File: src/rtl/invaders_pkg.sv
// Shared constants and state encoding for the invader formation logic.
// Grid geometry lives here so the renderer and the formation agree on it.
package invaders_pkg;

  localparam int unsigned COLS        = 8;
  localparam int unsigned ROWS        = 3;
  localparam int unsigned DX          = 80;
  localparam int unsigned DY          = 50;
  localparam int unsigned ENEMY_W     = 32;
  localparam int unsigned ENEMY_H     = 24;

  localparam int unsigned NUM_ENEMIES = COLS * ROWS;
  localparam int unsigned IDX_W       = 5;
  localparam int unsigned CNT_W       = $clog2(NUM_ENEMIES + 1);
  localparam int unsigned COL_W       = $clog2(COLS);
  localparam int unsigned ROW_W       = $clog2(ROWS);
  localparam int unsigned CRD_W       = 11;

  typedef enum logic [1:0] {
    StMarchR = 2'd0,
    StMarchL = 2'd1,
    StHalt   = 2'd2
  } state_e;

endpackage

File: src/rtl/formation_hit_detect.sv
// Combinational shot-vs-grid collision with lowest-index priority, plus the
// live-column/row edge finder used by the march logic.
module formation_hit_detect
  import invaders_pkg::*;
(
  input  logic [CRD_W-1:0]       base_x_i,
  input  logic [CRD_W-1:0]       base_y_i,
  input  logic [CRD_W-1:0]       shot_x_i,
  input  logic [CRD_W-1:0]       shot_y_i,
  input  logic [NUM_ENEMIES-1:0] alive_i,
  output logic                   hit_any_o,
  output logic [IDX_W-1:0]       hit_idx_o,
  output logic [COL_W-1:0]       lc_o,
  output logic [COL_W-1:0]       rc_o,
  output logic [ROW_W-1:0]       lr_o
);

  logic [NUM_ENEMIES-1:0] in_box;
  logic [COLS-1:0]        col_alive;
  logic [ROWS-1:0]        row_alive;

  for (genvar k = 0; k < NUM_ENEMIES; k++) begin : g_box
    localparam int unsigned Col = k % COLS;
    localparam int unsigned Row = k / COLS;
    logic [CRD_W-1:0] x_lo;
    logic [CRD_W-1:0] y_lo;
    assign x_lo = base_x_i + CRD_W'(Col * DX);
    assign y_lo = base_y_i + CRD_W'(Row * DY);
    assign in_box[k] = alive_i[k] &&
                       (shot_x_i >= x_lo) && (shot_x_i < x_lo + CRD_W'(ENEMY_W)) &&
                       (shot_y_i >= y_lo) && (shot_y_i < y_lo + CRD_W'(ENEMY_H));
  end

  assign hit_any_o = |in_box;

  // Descending scan so the lowest matching index is the last assignment.
  always_comb begin
    hit_idx_o = '0;
    for (int k = NUM_ENEMIES - 1; k >= 0; k--) begin
      if (in_box[k]) hit_idx_o = IDX_W'(k);
    end
  end

  always_comb begin
    col_alive = '0;
    row_alive = '0;
    for (int r = 0; r < ROWS; r++) begin
      for (int c = 0; c < COLS; c++) begin
        col_alive[c] = col_alive[c] | alive_i[r*COLS+c];
        row_alive[r] = row_alive[r] | alive_i[r*COLS+c];
      end
    end
  end

  always_comb begin
    lc_o = '0;
    rc_o = '0;
    lr_o = '0;
    for (int c = COLS - 1; c >= 0; c--) begin
      if (col_alive[c]) lc_o = COL_W'(c);
    end
    for (int c = 0; c < COLS; c++) begin
      if (col_alive[c]) rc_o = COL_W'(c);
    end
    for (int r = 0; r < ROWS; r++) begin
      if (row_alive[r]) lr_o = ROW_W'(r);
    end
  end

endmodule

File: src/rtl/enemy_formation.sv
// Invader formation controller: marches the grid base, tracks the alive mask
// and resolves player-shot hits. All outputs are registered.
module enemy_formation
  import invaders_pkg::*;
#(
  parameter int unsigned X0       = 180,
  parameter int unsigned Y0       = 40,
  parameter int unsigned STEP_X   = 4,
  parameter int unsigned STEP_Y   = 10,
  parameter int unsigned X_MIN    = 0,
  parameter int unsigned X_MAX    = 780,
  parameter int unsigned Y_LIMIT  = 400,
  parameter int unsigned TICK_DIV = 1000000
) (
  input  logic                   clk,
  input  logic                   reset,
  input  logic                   run,
  input  logic                   restart,
  input  logic                   shot_valid,
  input  logic [CRD_W-1:0]       shot_x,
  input  logic [CRD_W-1:0]       shot_y,
  output logic [9:0]             base_x,
  output logic [9:0]             base_y,
  output logic [NUM_ENEMIES-1:0] alive,
  output logic [CNT_W-1:0]       alive_count,
  output logic                   hit,
  output logic [IDX_W-1:0]       hit_id,
  output logic                   reached_bottom,
  output logic                   all_dead
);

  localparam int unsigned TICK_W = (TICK_DIV > 1) ? $clog2(TICK_DIV) : 1;

  state_e                 state_q, state_d;
  logic [TICK_W-1:0]      tick_cnt_q, tick_cnt_d;
  logic [CRD_W-1:0]       base_x_q, base_x_d;
  logic [CRD_W-1:0]       base_y_q, base_y_d;
  logic [NUM_ENEMIES-1:0] alive_q, alive_d;
  logic [CNT_W-1:0]       count_q, count_d;
  logic                   hit_q, hit_d;
  logic [IDX_W-1:0]       hit_id_q, hit_id_d;
  logic                   reached_q, reached_d;
  logic                   all_dead_q, all_dead_d;
  logic                   armed_q, armed_d;

  logic                   hit_any;
  logic [IDX_W-1:0]       hit_idx;
  logic [COL_W-1:0]       lc, rc;
  logic [ROW_W-1:0]       lr;
  logic [CRD_W-1:0]       edge_l, edge_r, descent_y, bottom;
  logic                   tick, shot_hit, descend;

  formation_hit_detect u_hit_detect (
    .base_x_i  (base_x_q),
    .base_y_i  (base_y_q),
    .shot_x_i  (shot_x),
    .shot_y_i  (shot_y),
    .alive_i   (alive_q),
    .hit_any_o (hit_any),
    .hit_idx_o (hit_idx),
    .lc_o      (lc),
    .rc_o      (rc),
    .lr_o      (lr)
  );

  // Edges and invasion depth come from the pre-hit mask held in alive_q.
  assign edge_l    = base_x_q + CRD_W'(lc) * CRD_W'(DX);
  assign edge_r    = base_x_q + CRD_W'(rc) * CRD_W'(DX) + CRD_W'(ENEMY_W);
  assign descent_y = base_y_q + CRD_W'(STEP_Y);
  assign bottom    = descent_y + CRD_W'(lr) * CRD_W'(DY) + CRD_W'(ENEMY_H);

  assign tick     = run && (state_q != StHalt) && (tick_cnt_q == TICK_W'(TICK_DIV - 1));
  assign shot_hit = shot_valid && armed_q && hit_any;

  always_comb begin
    state_d    = state_q;
    tick_cnt_d = tick_cnt_q;
    base_x_d   = base_x_q;
    base_y_d   = base_y_q;
    alive_d    = alive_q;
    count_d    = count_q;
    hit_d      = 1'b0;
    hit_id_d   = hit_id_q;
    reached_d  = reached_q;
    armed_d    = armed_q;
    descend    = 1'b0;

    if (run && (state_q != StHalt)) begin
      tick_cnt_d = tick ? '0 : tick_cnt_q + TICK_W'(1);
    end

    if (tick) begin
      case (state_q)
        StMarchR: begin
          if (edge_r + CRD_W'(STEP_X) > CRD_W'(X_MAX)) descend = 1'b1;
          else base_x_d = base_x_q + CRD_W'(STEP_X);
        end
        StMarchL: begin
          if (edge_l < CRD_W'(X_MIN + STEP_X)) descend = 1'b1;
          else base_x_d = base_x_q - CRD_W'(STEP_X);
        end
        default: ;
      endcase
    end

    if (descend) begin
      base_y_d = descent_y;
      state_d  = (state_q == StMarchR) ? StMarchL : StMarchR;
      if (bottom >= CRD_W'(Y_LIMIT)) begin
        reached_d = 1'b1;
        state_d   = StHalt;
      end
    end

    if (!shot_valid) armed_d = 1'b1;
    else if (shot_hit) armed_d = 1'b0;

    if (shot_hit) begin
      hit_d            = 1'b1;
      hit_id_d         = hit_idx;
      alive_d[hit_idx] = 1'b0;
      count_d          = count_q - CNT_W'(1);
    end

    all_dead_d = (alive_d == '0);
    if (all_dead_d) state_d = StHalt;

    if (restart) begin
      state_d    = StMarchR;
      tick_cnt_d = '0;
      base_x_d   = CRD_W'(X0);
      base_y_d   = CRD_W'(Y0);
      alive_d    = '1;
      count_d    = CNT_W'(NUM_ENEMIES);
      hit_d      = 1'b0;
      hit_id_d   = '0;
      reached_d  = 1'b0;
      all_dead_d = 1'b0;
      armed_d    = 1'b1;
    end
  end

  always_ff @(posedge clk or negedge reset) begin
    if (!reset) begin
      state_q    <= StMarchR;
      tick_cnt_q <= '0;
      base_x_q   <= CRD_W'(X0);
      base_y_q   <= CRD_W'(Y0);
      alive_q    <= '1;
      count_q    <= CNT_W'(NUM_ENEMIES);
      hit_q      <= 1'b0;
      hit_id_q   <= '0;
      reached_q  <= 1'b0;
      all_dead_q <= 1'b0;
      armed_q    <= 1'b1;
    end else begin
      state_q    <= state_d;
      tick_cnt_q <= tick_cnt_d;
      base_x_q   <= base_x_d;
      base_y_q   <= base_y_d;
      alive_q    <= alive_d;
      count_q    <= count_d;
      hit_q      <= hit_d;
      hit_id_q   <= hit_id_d;
      reached_q  <= reached_d;
      all_dead_q <= all_dead_d;
      armed_q    <= armed_d;
    end
  end

  assign base_x         = base_x_q[9:0];
  assign base_y         = base_y_q[9:0];
  assign alive          = alive_q;
  assign alive_count    = count_q;
  assign hit            = hit_q;
  assign hit_id         = hit_id_q;
  assign reached_bottom = reached_q;
  assign all_dead       = all_dead_q;

endmodule
File: config.mk
export PLATFORM = sky130hd
export DESIGN_NAME = enemy_formation
export DESIGN_NICKNAME = d
export VERILOG_FILES = /design/src/rtl/invaders_pkg.sv /design/src/rtl/formation_hit_detect.sv /design/src/rtl/enemy_formation.sv
export SDC_FILE = /design/constraint.sdc
export NUM_CORES = 1
export LEC_CHECK = 0
export ABC_CLOCK_PERIOD_IN_PS = 6650
export CELL_PAD_IN_SITES_DETAIL_PLACEMENT = 0
export CELL_PAD_IN_SITES_GLOBAL_PLACEMENT = 1
export CORE_MARGIN = 1
export CORE_UTILIZATION = 47
export CTS_BUF_LIST = sky130_fd_sc_hd__clkbuf_4 sky130_fd_sc_hd__clkbuf_8
export CTS_CLUSTER_DIAMETER = 80
export DETAILED_ROUTE_END_ITERATION = 10
export PLACE_DENSITY_LB_ADDON = 0.1
export REMOVE_ABC_BUFFERS = 1
export SYNTH_ARGS = -nofsm -noshare
export SYNTH_HDL_FRONTEND = slang
export SYNTH_SLANG_ARGS = --single-unit
File: constraint.sdc
create_clock -name clk -period 6.65 [get_ports clk]
set_input_delay 0.9975 -clock clk [delete_from_list [all_inputs] [get_ports clk]]
set_output_delay 0.9975 -clock clk [all_outputs]
set_load 0.02 [all_outputs]
==> results of run 1 <==
[cell usage in the layout (no fill, tap or decap), types with 6 or more instances in the layout]
master,n
and2_1,10
or2_2,8
a22oi_1,8
xor2_1,41
and3_1,14
nor3_1,36
clkdlybuf4s50_1,76
ha_1,215
nor2b_1,19
a41oi_1,6
clkbuf_8,10
a211oi_1,9
buf_4,23
a31oi_1,8
inv_1,81
or3_1,10
nand2_1,129
nand3_1,42
nor3b_1,6
nand2b_1,6
mux2i_1,7
o21ai_0,51
a211o_1,8
nand4_1,25
o2111ai_1,7
dfrtp_1,46
dfstp_2,33
xnor2_1,108
o211ai_1,19
or4_1,7
nor4_1,9
a21oi_1,87
o21bai_1,12
a21o_1,47
nor2_1,96
o21a_1,11
[metal layers]
metal  GRT usage  vias up  share of wire
li1            -     5058              -
met4      0.0677        0          0.019
met1       0.384     4819           0.50
met5           0        -              0
met2       0.435      218           0.45
met3      0.0234       41          0.040
[cells by family after synthesis]
logic type	after synthesis	share of synthesized area
fa+ha+maj	218	0.244
simple gates	446	0.199
compound gates	327	0.202
flops	79	0.179
xor+xnor	149	0.116
buf+inv	142	0.0547
other cells	1	0.000332
mux	7	0.00621
[final cells by class]
| type | count | area, sq um |
|---|---|---|
| clock buffers | 10 | 138 |
| repair buffers | 99 | 933 |
| flip-flops and latches | 79 | 2020 |
| fillers | 2255 | 11000 |
| multi-input cells | 1151 | 8670 |
| inverters | 87 | 327 |
| well taps | 319 | 399 |
| clock inverters | 6 | 75.1 |
[worst max-delay path by stage]
stage | start | end | slack, ns | depth (start not counted)
after floorplan | base_x_q[6] | state_q[1] | 1.60 | 19
after global placement | shot_x[7] | state_q[1] | 0.81 | 15
after detailed placement | shot_x[7] | state_q[1] | 0.68 | 15
after CTS | base_x_q[6] | state_q[1] | 0.81 | 20
after global routing | base_x_q[6] | state_q[1] | 0.20 | 20
final | base_x_q[6] | state_q[1] | 0.73 | 20
[synthesized netlist by cell type, types with 6 or more instances]
library cell,number,share of area
or3_1,10,0.0055
nor2b_1,19,0.011
o2111ai_1,7,0.0054
clkbuf_1,28,0.0093
o21bai_1,12,0.0080
xor2_1,41,0.032
buf_4,22,0.015
a22oi_1,8,0.0053
xnor2_1,108,0.084
nand4_1,25,0.014
dfstp_2,33,0.077
a41oi_1,6,0.0047
and2_1,10,0.0055
o21ai_0,51,0.023
o21a_1,11,0.0073
a21o_1,47,0.031
nor3_1,37,0.016
nor2_1,96,0.032
or4_1,7,0.0047
or2_2,8,0.0044
a211oi_1,9,0.0060
nand2_1,129,0.043
o211ai_1,19,0.013
nor3b_1,6,0.0040
nand2b_1,6,0.0033
inv_1,81,0.027
ha_1,215,0.24
a21oi_1,87,0.039
a211o_1,8,0.0062
nand3_1,42,0.019
dfrtp_1,46,0.10
nor4_1,9,0.0050
and3_1,14,0.0078
a31oi_1,8,0.0044
mux2i_1,7,0.0062
[metrics by stage]
stage	instance area, sq um	util	std cells	power, W
after CTS	12600	0.534	1751	0.00128
after global routing	12600	0.534	1751	0.00134
after floorplan	11000	-	1317	0.000730
final	12600	0.534	1751	0.00127
after detailed placement	12300	0.525	1735	0.000873
after global placement	12300	0.525	1735	0.000868
[power groups by stage]
stage / Clock (W) / Combinational, W / Sequential (W)
after floorplan: 0 / 0.000202 / 0.000528
after global placement: 0 / 0.000347 / 0.000521
after detailed placement: 0 / 0.000352 / 0.000521
after CTS: 0.000418 / 0.000354 / 0.000513
after global routing: 0.000432 / 0.000394 / 0.000515
final: 0.000405 / 0.000355 / 0.000513
[registers in the layout, summed over array words and instances (netlist names)]
register	count
alive	24
all_dead	1
reached_bottom	1
base_y_q	10
tick_cnt_q	20
alive_count	5
base_x_q	9
state_q	2
armed_q	1
hit	1
hit_id	5
==> flow_metrics.py, run 1 <==
metrics = {
    "run_status": {
        "status": "finished, final reports clean",
    },
    "timing": {
        "timing.hold.ws_ns": 0.457,
        "tns_ns": 0,
        "finalHoldViolations": 0,
        "grt_setup_unrepaired": "no",
        "fin_crit_sh": 0.891,
        "slew_headroom": 0.293,
        "min_period_ns": 5.92,
        "clock.fmax_ghz": 0.169,
        "setup_viol": 0,
        "fin_skew_ns": 0.0143,
        "setup_slack_ns": 0.728,
        "tightest_slew_ns": 1.06,
        "finalMaxSlewViolations": 0,
    },
    "clock_tree": {
        "clock-sinks": 79,
        "post_cts_buffers": 0,
        "clk_pin_slew_ns": 0.10,
        "cts-hold-fix-buffers": 0,
        "cts_tree": "built",
        "clock-root-buffer": "clkbuf_8",
        "htreeDepth": 3,
        "post_cts_resized": 0,
        "cts_buffers": 9,
        "clkLatencyLatePin_ns": 0.37,
        "clock_path_buffers": 2,
    },
    "worst_setup_path": {
        "cp_data_required_time_ns": 6.94,
        "cp_max_fo": 15,
        "slowest_stage": "dfrtp_1",
        "critPathLaunchType": "flip-flop",
        "criticalPathCategory": "reg2reg",
        "rr_startpoint": "base_x_q[6]",
        "r2r_end": "state_q[1]",
        "worstPathArrival_ns": 6.21,
        "cpLargestDelayFamily": "simple AND/OR/NAND/NOR gates",
        "crit_path_end_kind": "flip-flop",
        "critPathMaxStageDelay_ns": 0.77,
        "r2r_cells": 20,
        "crit_buf_inv": 0,
        "crit_chain": "ha_1, nand2_1, xnor2_1, nand3_1, nor3_1, xor2_1, ha_1, and4_1, nand3_1, o21ai_1, and2b_1, a31o_2, nand2b_1, a31oi_1, or4_1, nand4_1, a22oi_1, nand4_1, nor4_2, o21bai_1",
        "rrSetupSlack_ns": 0.73,
    },
    "pwr": {
        "powerDensity_nw_per_um2": 101,
        "p_switching_w": 0.000452,
        "switching_share": 0.355,
        "combPwrFrac": 0.279,
        "p_int_w": 0.000820,
        "clockPowerShare": 0.318,
        "seqPwrFrac": 0.403,
        "p_leak_nw": 5.46,
        "ir_drop_mv": 0.107,
    },
    "synthesis": {
        "netlist_area_sq_um": 11300,
        "syn_area_per_cell_sq_um": 8.25,
        "synth_edf_count": 0,
        "synth.distinct_cells": 89,
        "ys_seq_elements": 79,
        "syn_inst": 1369,
        "yosysSeqAreaShare": 0.179,
        "synth_warnings": 0,
        "synth-main-ff-cell": "dfrtp_1",
        "async_reset_ff_frac": 1.00,
    },
    "min_path": {
        "hold_path_class": "in2async",
    },
    "drt": {
        "wl_per_cell_um": 18.3,
        "firstDrtPassIters": 5,
        "dr_total_vias": 10100,
        "wl_um": 32100,
        "drc_errors": 0,
        "vias_per_cell": 5.79,
        "ant_nets": 0,
        "drt_iter0_drc": 532,
    },
    "layout": {
        "nNetsFinal": 1672,
        "antenna_cells": 0,
        "drive_above_1_share": 0.0768,
        "areaGrowthSynthToFinish_pct": 11.2,
    },
    "floorplanning": {
        "die_h_um": 157,
        "die_w_um": 157,
        "start_util": 0.480,
        "io_pins": 84,
        "core_area_sq_um": 23500,
        "die_area_sq_um": 24600,
        "fp-row-count": 56,
    },
    "grt": {
        "grt_max_degree": 65,
        "grt_pass1_vias": 9736,
        "grt_pass1_wl_um": 51800,
        "grt-ovfl-total": 0,
        "grt.total_usage": 0.269,
        "grt_antenna_before_repair": 0,
    },
    "place": {
        "dp_hpwl_um": 24500,
        "place_ws_ns": 0.683,
        "port_buffers": 77,
        "place_congestion": 0.866,
    },
    "job": {
        "maxCapViolations": 0,
    },
}
(Power assumes the default switching activity.)
==> run 2: changes to the inputs <==
--- a/config.mk
+++ b/config.mk
@@ -6,10 +6,10 @@
 export NUM_CORES = 1
 export LEC_CHECK = 0
 export ABC_CLOCK_PERIOD_IN_PS = 6650
-export CELL_PAD_IN_SITES_DETAIL_PLACEMENT = 0
-export CELL_PAD_IN_SITES_GLOBAL_PLACEMENT = 1
+export CELL_PAD_IN_SITES_DETAIL_PLACEMENT = 1
+export CELL_PAD_IN_SITES_GLOBAL_PLACEMENT = 2
 export CORE_MARGIN = 1
-export CORE_UTILIZATION = 47
+export CORE_UTILIZATION = 38
 export CTS_BUF_LIST = sky130_fd_sc_hd__clkbuf_4 sky130_fd_sc_hd__clkbuf_8
 export CTS_CLUSTER_DIAMETER = 80
 export DETAILED_ROUTE_END_ITERATION = 10
==> flow_metrics.py, run 2 (synthesized netlist as in run 1, its figures left out) <==
metrics = {
    "run_status": {
        "status": "finished, final reports clean",
    },
    "worst_setup_path": {
        "cp_max_fo": 15,
        "cp_data_required_time_ns": 6.94,
        "r2r_end": "state_q[1]",
        "rrSetupSlack_ns": 0.70,
        "rr_startpoint": "base_x_q[6]",
        "crit_path_end_kind": "flip-flop",
        "critPathMaxStageDelay_ns": 0.73,
        "criticalPathCategory": "reg2reg",
        "critPathLaunchType": "flip-flop",
        "r2r_cells": 20,
        "crit_chain": "buf_4, ha_1, nor2b_1, xnor2_1, nor3_1, xor2_1, ha_1, and4_1, a21oi_1, o211ai_1, nor2_1, nand2_1, a211o_1, a31oi_1, or4_1, nand4_1, a22oi_1, nand4_1, nor4_2, o21bai_1",
        "worstPathArrival_ns": 6.25,
        "slowest_stage": "dfrtp_1",
    },
    "min_path": {
        "min_from": "reached_bottom",
        "hold_path_class": "reg2reg",
        "worstHoldEndpoint": "reached_bottom",
        "worstHoldPathCells": 2,
    },
    "timing": {
        "setup_viol": 0,
        "fin_crit_sh": 0.895,
        "tns_ns": 0,
        "timing.hold.ws_ns": 0.514,
        "slew_headroom": 0.285,
        "finalHoldViolations": 0,
        "fin_skew_ns": 0.0126,
        "tightest_slew_ns": 1.07,
        "min_period_ns": 5.95,
        "grt_setup_unrepaired": "no",
        "clock.fmax_ghz": 0.168,
        "finalMaxSlewViolations": 0,
    },
    "drt": {
        "drt_iter0_drc": 425,
        "vias_per_cell": 5.63,
        "ant_nets": 0,
        "drc_errors": 0,
        "firstDrtPassIters": 4,
        "wl_um": 36100,
        "dr_total_vias": 10300,
        "wl_per_cell_um": 19.8,
    },
    "clock_tree": {
        "cts_tree": "built",
        "clk_pin_slew_ns": 0.10,
        "post_cts_resized": 0,
        "clkLatencyLatePin_ns": 0.38,
        "htreeDepth": 3,
        "clock-sinks": 79,
        "clock-root-buffer": "clkbuf_8",
        "clock_path_buffers": 2,
        "cts-hold-fix-buffers": 0,
        "post_cts_buffers": 0,
        "cts_buffers": 9,
    },
    "layout": {
        "filler_cell_count": 3512,
        "areaGrowthSynthToFinish_pct": 12.2,
        "layout_common_cells": "215 x ha_1, 129 x nand2_1, 108 x xnor2_1",
        "drive_above_1_share": 0.0794,
        "multi_input_area_sq_um": 8670,
        "postLayoutCoreUtil": 0.438,
        "antenna_cells": 0,
        "final_common_cell": "ha_1",
        "largest_reg_flops": 24,
        "regArea_sq_um": 2020,
        "nNetsFinal": 1676,
    },
    "pwr": {
        "powerDensity_nw_per_um2": 101,
        "ir_drop_mv": 0.104,
        "finalPower_w": 0.00128,
        "p_leak_nw": 5.48,
    },
    "place": {
        "place_congestion": 0.841,
        "dp_hpwl_um": 28500,
        "port_buffers": 77,
    },
    "grt": {
        "grt_pass1_vias": 10800,
        "grt_max_degree": 50,
        "grt.total_usage": 0.242,
        "grt_antenna_before_repair": 0,
        "grt-ovfl-total": 0,
        "grt_pass1_wl_um": 58500,
    },
    "job": {
        "maxCapViolations": 0,
    },
    "floorplanning": {
        "die_w_um": 174,
        "start_util": 0.390,
        "fp-row-count": 62,
        "die_area_sq_um": 30400,
        "core_area_sq_um": 28900,
        "io_pins": 84,
        "die_h_um": 174,
    },
}
run 2: cell types whose count changed in the layout (fill, tap and decap cells not counted), sizes merged:
cell	before	now
buf	23	27
clkbuf	10	9
clkinv	5	6
clkinvlp	1	0
inv	86	87
run 2: report_power, final:
part	total [W]	leakage [nW]	internal, W	switching (W)
clock	0.000406	0.108	0.000183	0.000223
combinational	0.000363	4.39	0.000136	0.000227
sequential	0.000513	0.986	0.000496	0.0000168
run 2: through the flow:
stage	std cells	area [sq um]	setup WS, ns
after floorplan	1317	11000	1.60
after global placement	1804	12500	0.812
after detailed placement	1804	12500	0.747
after CTS	1820	12700	0.710
after global routing	1820	12700	0.214
final	1820	12700	0.695
run 2: cell type report:
type                       instances  share of cell area
timing repair buffer             103              0.0760
sequential                        79               0.159
clock inverter                     7             0.00691
tap                              384              0.0379
multi-input combinational       1151               0.684
clock buffer                       9             0.00978
inverter                          87              0.0258
run 2: worst max-delay path by stage:
stage                           start    endpoint  slack (ns)  cells after the start
after floorplan           base_x_q[6]  state_q[1]        1.60                     19
after CTS                 base_x_q[6]  state_q[1]        0.71                     20
final                     base_x_q[6]  state_q[1]        0.70                     20
after global placement      shot_x[8]  state_q[1]        0.81                     14
after global routing      base_x_q[6]  state_q[1]        0.21                     21
after detailed placement    shot_x[8]  state_q[1]        0.75                     14
run 2: per-layer routing:
metal  wire length [um]  track usage  vias up  share of wire
met5                  0            0        -              0
met4                607       0.0588        0          0.017
met3               1080       0.0214       40          0.030
met2              16300        0.400      146           0.45
met1              18100        0.337     5021           0.50
li1                   -            -     5046              -
run 2: critical path: cells and delay by family, from the launching register on:
family	cells	cell delay, ns
AO/OA/AOI/OAI	6	1.34
flip-flops	1	0.73
buffers and inverters	1	0.30
adder cells (fa/ha/maj)	2	0.66
AND/OR/NAND/NOR	9	2.47
XOR/XNOR	2	0.37
